[src/rtl/fx3_cmd_parser.sv]
// -----------------------------------------------------------------------------
// fx3_cmd_parser
//
// Parses command packets read from the FX3 slave FIFO command endpoint and
// atomically updates the capture configuration used by the write path and the
// channel mux.
//
// Packet (one contiguous rd_valid run, word index from 0):
//   0 : HEADER
//   1 : packets_to_send
//   2 : ch_src[3..0]  (byte 0 = ch_src[0])
//   3 : ch_src[7..4]  (byte 0 = ch_src[4])
//   4 : LED pattern in bits [3:0]
//   5 : checksum = w1 ^ w2 ^ w3 ^ w4
//   further words are ignored
//
// Ports:
//   clk_pll          system clock, sole clock
//   reset            synchronous active-high reset
//   rd_valid         read word strobe; a packet is one high run
//   rd_data   [31:0] read word
//   cfg_hold         write sequencer mid-burst; defers commit
//   packets_to_send  committed burst count (16 KiB units)
//   ch_src_flat      committed sources, ch_src[i] = bits [8i+7:8i]
//   user_led  [3:0]  committed LED bits (raw)
//   cfg_update       one-cycle pulse on each commit
//   busy             high whenever the parser is not idle
//   cmd_ok_cnt       saturating count of committed packets
//   cmd_err_cnt      saturating count of rejected packets
//   last_err  [1:0]  most recent rejection: 0 none, 1 header, 2 short, 3 csum
// -----------------------------------------------------------------------------
module fx3_cmd_parser #(
    parameter logic [31:0] HEADER      = 32'hCAFEB0BA,
    parameter int          SRC_MAX     = 12,
    parameter int          SRC_DEFAULT = 8
) (
    input  logic        clk_pll,
    input  logic        reset,
    input  logic        rd_valid,
    input  logic [31:0] rd_data,
    input  logic        cfg_hold,
    output logic [31:0] packets_to_send,
    output logic [63:0] ch_src_flat,
    output logic [3:0]  user_led,
    output logic        cfg_update,
    output logic        busy,
    output logic [15:0] cmd_ok_cnt,
    output logic [15:0] cmd_err_cnt,
    output logic [1:0]  last_err
);

    localparam logic [7:0]  SRC_MAX_B     = 8'(SRC_MAX);
    localparam logic [7:0]  SRC_DEFAULT_B = 8'(SRC_DEFAULT);
    localparam logic [63:0] SRC_RESET     = {8{SRC_DEFAULT_B}};
    localparam logic [2:0]  IDX_CSUM      = 3'd5;

    localparam logic [1:0] ERR_NONE   = 2'd0;
    localparam logic [1:0] ERR_HEADER = 2'd1;
    localparam logic [1:0] ERR_SHORT  = 2'd2;
    localparam logic [1:0] ERR_CSUM   = 2'd3;

    typedef enum logic [1:0] {
        S_IDLE,
        S_BODY,
        S_PEND,
        S_DRAIN
    } state_t;

    state_t      state_reg, state_next;
    logic [2:0]  idx_reg, idx_next;
    logic [31:0] csum_reg, csum_next;

    // Shadow copy of the packet under construction.
    logic [31:0] pkt_shadow_reg, pkt_shadow_next;
    logic [63:0] src_shadow_reg, src_shadow_next;
    logic [3:0]  led_shadow_reg, led_shadow_next;

    // Committed configuration.
    logic [31:0] pkt_reg, pkt_next;
    logic [63:0] src_reg, src_next;
    logic [3:0]  led_reg, led_next;
    logic        cfg_update_reg, cfg_update_next;

    logic [15:0] ok_cnt_reg, ok_cnt_next;
    logic [15:0] err_cnt_reg, err_cnt_next;
    logic [1:0]  last_err_reg, last_err_next;

    logic        commit;
    logic        reject;
    logic [1:0]  reject_code;

    // Source bytes are clamped as they are loaded so the shadow always holds
    // a legal index; the checksum still covers the raw word.
    logic [31:0] word_clamped;

    genvar gi;
    generate
        for (gi = 0; gi < 4; gi++) begin : g_clamp
            assign word_clamped[8*gi +: 8] =
                (rd_data[8*gi +: 8] > SRC_MAX_B) ? SRC_DEFAULT_B : rd_data[8*gi +: 8];
        end
    endgenerate

    // -------------------------------------------------------------------------
    // Next-state / datapath
    // -------------------------------------------------------------------------
    always_comb begin
        state_next      = state_reg;
        idx_next        = idx_reg;
        csum_next       = csum_reg;
        pkt_shadow_next = pkt_shadow_reg;
        src_shadow_next = src_shadow_reg;
        led_shadow_next = led_shadow_reg;
        commit          = 1'b0;
        reject          = 1'b0;
        reject_code     = ERR_NONE;

        unique case (state_reg)
            S_IDLE: begin
                if (rd_valid) begin
                    if (rd_data == HEADER) begin
                        state_next = S_BODY;
                        idx_next   = 3'd1;
                        csum_next  = 32'd0;
                    end else begin
                        state_next  = S_DRAIN;
                        reject      = 1'b1;
                        reject_code = ERR_HEADER;
                    end
                end
            end

            S_BODY: begin
                if (!rd_valid) begin
                    state_next  = S_IDLE;
                    reject      = 1'b1;
                    reject_code = ERR_SHORT;
                end else if (idx_reg != IDX_CSUM) begin
                    case (idx_reg)
                        3'd1:    pkt_shadow_next        = rd_data;
                        3'd2:    src_shadow_next[31:0]  = word_clamped;
                        3'd3:    src_shadow_next[63:32] = word_clamped;
                        default: led_shadow_next        = rd_data[3:0];
                    endcase
                    csum_next = csum_reg ^ rd_data;
                    idx_next  = idx_reg + 3'd1;
                end else if (rd_data != csum_reg) begin
                    state_next  = S_DRAIN;
                    reject      = 1'b1;
                    reject_code = ERR_CSUM;
                end else if (!cfg_hold) begin
                    commit     = 1'b1;
                    state_next = S_DRAIN;
                end else begin
                    state_next = S_PEND;
                end
            end

            S_PEND: begin
                // The packet is already validated; trailing words are dropped
                // and the commit waits for the write sequencer to go idle.
                if (!cfg_hold) begin
                    commit     = 1'b1;
                    state_next = rd_valid ? S_DRAIN : S_IDLE;
                end
            end

            default: begin // S_DRAIN
                if (!rd_valid) begin
                    state_next = S_IDLE;
                end
            end
        endcase
    end

    // Commit and bookkeeping.
    always_comb begin
        pkt_next        = pkt_reg;
        src_next        = src_reg;
        led_next        = led_reg;
        cfg_update_next = 1'b0;
        ok_cnt_next     = ok_cnt_reg;
        err_cnt_next    = err_cnt_reg;
        last_err_next   = last_err_reg;

        if (commit) begin
            pkt_next        = pkt_shadow_reg;
            src_next        = src_shadow_reg;
            led_next        = led_shadow_reg;
            cfg_update_next = 1'b1;
            if (ok_cnt_reg != 16'hFFFF) begin
                ok_cnt_next = ok_cnt_reg + 16'd1;
            end
        end

        if (reject) begin
            last_err_next = reject_code;
            if (err_cnt_reg != 16'hFFFF) begin
                err_cnt_next = err_cnt_reg + 16'd1;
            end
        end
    end

    // -------------------------------------------------------------------------
    // Registers
    // -------------------------------------------------------------------------
    always_ff @(posedge clk_pll) begin
        if (reset) begin
            state_reg      <= S_IDLE;
            idx_reg        <= 3'd0;
            csum_reg       <= 32'd0;
            pkt_shadow_reg <= 32'd0;
            src_shadow_reg <= 64'd0;
            led_shadow_reg <= 4'd0;
            pkt_reg        <= 32'd0;
            src_reg        <= SRC_RESET;
            led_reg        <= 4'd0;
            cfg_update_reg <= 1'b0;
            ok_cnt_reg     <= 16'd0;
            err_cnt_reg    <= 16'd0;
            last_err_reg   <= ERR_NONE;
        end else begin
            state_reg      <= state_next;
            idx_reg        <= idx_next;
            csum_reg       <= csum_next;
            pkt_shadow_reg <= pkt_shadow_next;
            src_shadow_reg <= src_shadow_next;
            led_shadow_reg <= led_shadow_next;
            pkt_reg        <= pkt_next;
            src_reg        <= src_next;
            led_reg        <= led_next;
            cfg_update_reg <= cfg_update_next;
            ok_cnt_reg     <= ok_cnt_next;
            err_cnt_reg    <= err_cnt_next;
            last_err_reg   <= last_err_next;
        end
    end

    assign packets_to_send = pkt_reg;
    assign ch_src_flat     = src_reg;
    assign user_led        = led_reg;
    assign cfg_update      = cfg_update_reg;
    assign busy            = (state_reg != S_IDLE);
    assign cmd_ok_cnt      = ok_cnt_reg;
    assign cmd_err_cnt     = err_cnt_reg;
    assign last_err        = last_err_reg;

endmodule

[config.mk]
export PLATFORM = sky130hd
export DESIGN_NAME = fx3_cmd_parser
export DESIGN_NICKNAME = d
export VERILOG_FILES = /design/src/rtl/fx3_cmd_parser.sv
export SDC_FILE = /design/constraint.sdc
export NUM_CORES = 1
export LEC_CHECK = 0
export CAP_MARGIN = 20
export CORE_MARGIN = 10
export CORE_UTILIZATION = 53
export CTS_CLUSTER_DIAMETER = 120
export DETAILED_ROUTE_END_ITERATION = 6
export PLACE_DENSITY = 0.79
export RECOVER_POWER = 50
export SYNTH_ARGS = -nofsm -noshare
export SYNTH_HDL_FRONTEND = slang
export SYNTH_SLANG_ARGS = --single-unit
[constraint.sdc]
create_clock -name clk_pll -period 3 [get_ports clk_pll]
set_input_delay 0.45 -clock clk_pll [delete_from_list [all_inputs] [get_ports clk_pll]]
set_output_delay 0.45 -clock clk_pll [all_outputs]
set_load 0.03 [all_outputs]
==> flow_summary.ini, run 1 <==
[run_status]
status = complete, no violations

[timing]
relSlewSlack = 0.356
whs_ns = 0.279
period_share = 0.946
worst_pin_slew_ns = 0.963
skew_ns = 0.0150
slew_viol_final = 0
finalHoldViolations = 0
setup_viol = 0
rsz0062_at_grt = no
timing.fmax_mhz = 352
min_period_ns = 2.84

[global_routing]
grt.busiest_layer = met2
grt_max_degree = 109
gr-total-overflow = 0
grt_use_met3 = 0.0452
grt_pass1_vias = 9288
grt_pass1_wl_mm = 47.5
gr-usage-met1 = 0.268
groute.usage.overall = 0.214
met2_usage = 0.365
antenna_found_initial = 3

[worst_setup_path]
crit_path_max_fanout = 3
timing.rr.start = csum_reg[19]
cp.required_ns = 3.41
end_kind = flop
crit_path_start_kind = input port
cp-startpoint = rd_data[19]
crit_type = in -> reg
crit_arrival_ns = 3.25

[floorplan]
fp.coreArea_sq_mm = 0.0201
row_count = 52
dieArea_sq_mm = 0.0264
start_util = 0.536
io_pins = 172
die_h_um = 163
die_w_um = 163

[yosys]
ys_seq_area_frac = 0.505
ys_ff_latch = 272
avgSynthCellArea_sq_um = 8.23
synth_edf_count = 0
synthFlopType = dfxtp_1
synth_cells = 1309
async_reset_ff_frac = 0
yosysWarnings = 0
ys_types = 54
syn_nets = 1355
synth_area_sq_mm = 0.0108

[placement]
gp_congestion = 0.841
placed_area_sq_mm = 0.0131
io_buffer_count = 171
dp_hpwl_mm = 20.6

[detailed_routing]
vias = 9668
drt_pre_antenna_iters = 5
drt_first_iter_violations = 802
wl_per_cell_um = 16.6
routed_wl_mm = 29.5
drc = 0
ant_nets = 0
vias_per_cell = 5.42

[min_path]
hp-start = reset
hold_class = in -> reg

[final_layout]
nFillCells = 1579
area_growth_pct = 30.4
fin_nets = 1538
layout_commonest_cell = nand2_1
final_cell_mix = nand2_1 (307), dfxtp_1 (272), a21oi_1 (205)
drive_above_1_share = 0.0866
design_area_sq_mm = 0.0141

[power]
pwr-share-comb = 0.159
seq_power_share = 0.433
p_leak_nw = 5.40
clock_power_share = 0.408
switching_share = 0.272
peakVddDrop_v = 0.000452
p_sw_mw = 2.41
powerDensity_mw_per_mm2 = 631
intPower_mw = 6.46

[clocking]
post_cts_buffers = 0
clock_latency_ns = 0.54
holdBufCountCts = 0
cts.repair.resized = 0
numClockSinks = 272
cts_made_buffers = 28
cts_tree = yes
clk_path_buf_depth = 3
ctsRootBufferMaster = clkbuf_16
htree_levels = 1
clk_pin_slew_ns = 0.06

[job]
cap_violations = 0
==> cell usage after synthesis, types with 3 or more instances <==
cell | count | area share
nor2b_1 | 5 | 0.0029
or2_2 | 3 | 0.0017
a21oi_1 | 205 | 0.095
nand3b_1 | 10 | 0.0070
nor2_1 | 90 | 0.031
mux2i_1 | 7 | 0.0065
o211ai_1 | 3 | 0.0021
xnor2_1 | 4 | 0.0033
inv_1 | 17 | 0.0059
buf_2 | 25 | 0.012
nand2_1 | 307 | 0.11
buf_1 | 3 | 0.0010
o21ai_0 | 45 | 0.021
or4_1 | 9 | 0.0063
nor3b_1 | 32 | 0.022
nor4_1 | 13 | 0.0075
dfxtp_1 | 272 | 0.51
ha_1 | 10 | 0.012
a211oi_1 | 11 | 0.0077
clkbuf_1 | 56 | 0.020
nor3_1 | 4 | 0.0019
xor2_1 | 35 | 0.028
nand2b_1 | 6 | 0.0035
and3_1 | 10 | 0.0058
nand4_1 | 8 | 0.0046
buf_6 | 5 | 0.0052
o21ai_1 | 3 | 0.0014
o31ai_1 | 6 | 0.0042
a31o_2 | 5 | 0.0041
and2_1 | 37 | 0.021
or3_1 | 7 | 0.0041
nand3_1 | 28 | 0.013
==> kinds of logic after synthesis <==
logic type / Yosys count / share of synthesized area
AND/OR/NAND/NOR: 583 / 0.255
AO/OA/AOI/OAI: 291 / 0.146
flip-flops: 272 / 0.505
buffers and inverters: 106 / 0.0433
XOR/XNOR: 39 / 0.0317
adder cells (fa/ha/maj): 10 / 0.0116
multiplexers: 8 / 0.00755
==> worst paths after layout <==
kind / to / slack, ns / cells after the start
max: cmd_ok_cnt[12] / 0.16 / 9
min: cmd_ok_cnt[1] / 0.28 / 2
max reg2reg: cmd_ok_cnt[12] / 0.19 / 8
min reg2reg: ch_src_flat[38] / 0.44 / 2
==> critical path: stages <==
cell and delay [ns]:
clkdlybuf4s50_1 0.44, xor2_1 0.18, nor4_1 0.50, nand4_1 0.24, o41a_1 0.52, buf_4 0.19, nor4_1 0.41, mux2i_1 0.27
nor2_1 0.05
==> layer usage <==
layer	vias up	part of all wire	wire [um]
li1	4788	-	-
met1	4553	0.43	12600
met2	268	0.47	14000
met3	59	0.076	2240
met4	0	0.024	715
met5	-	0	0
==> layout make-up <==
type | instances | area [sq um] | share of cell area
Sequential cell | 272 | 5450 | 0.387
Multi-Input combinational cell | 931 | 4880 | 0.347
Timing Repair Buffer | 242 | 2350 | 0.167
Clock buffer | 36 | 781 | 0.0555
Tap cell | 270 | 338 | 0.0240
Clock inverter | 14 | 193 | 0.0137
Inverter | 17 | 63.8 | 0.00454
Antenna cell | 2 | 5.00 | 0.000356
==> power by group through the flow <==
stage                     logic, mW  clock network, mW  registers (mW)
after floorplan               0.805                  0            3.98
after global placement         1.38                  0            3.91
after detailed placement       1.41                  0            3.92
after CTS                      1.43               3.66            3.84
after global routing           1.56               3.82            3.86
final                          1.41               3.62            3.84
==> through the flow <==
stage / worst slack, ns / std cells / TNS, ns / util / power, mW
global route: 0.0272 / 1782 / 0 / 0.699 / 9.23
CTS: 0.218 / 1782 / 0 / 0.700 / 8.93
finish: 0.161 / 1784 / 0 / 0.699 / 8.87
global placement: -0.271 / 1732 / -23.52 / 0.651 / 5.29
detailed placement: -0.327 / 1732 / -28.62 / 0.651 / 5.34
floorplan: 0.361 / 1309 / 0 / - / 4.78
(Power assumes the default switching activity.)
==> run 2: changes to the inputs <==
GPL_ROUTABILITY_DRIVEN = 0   (was unset)
==> results of run 2 <==
Same layout as run 1: the final DEF is identical, and so are final timing and power.
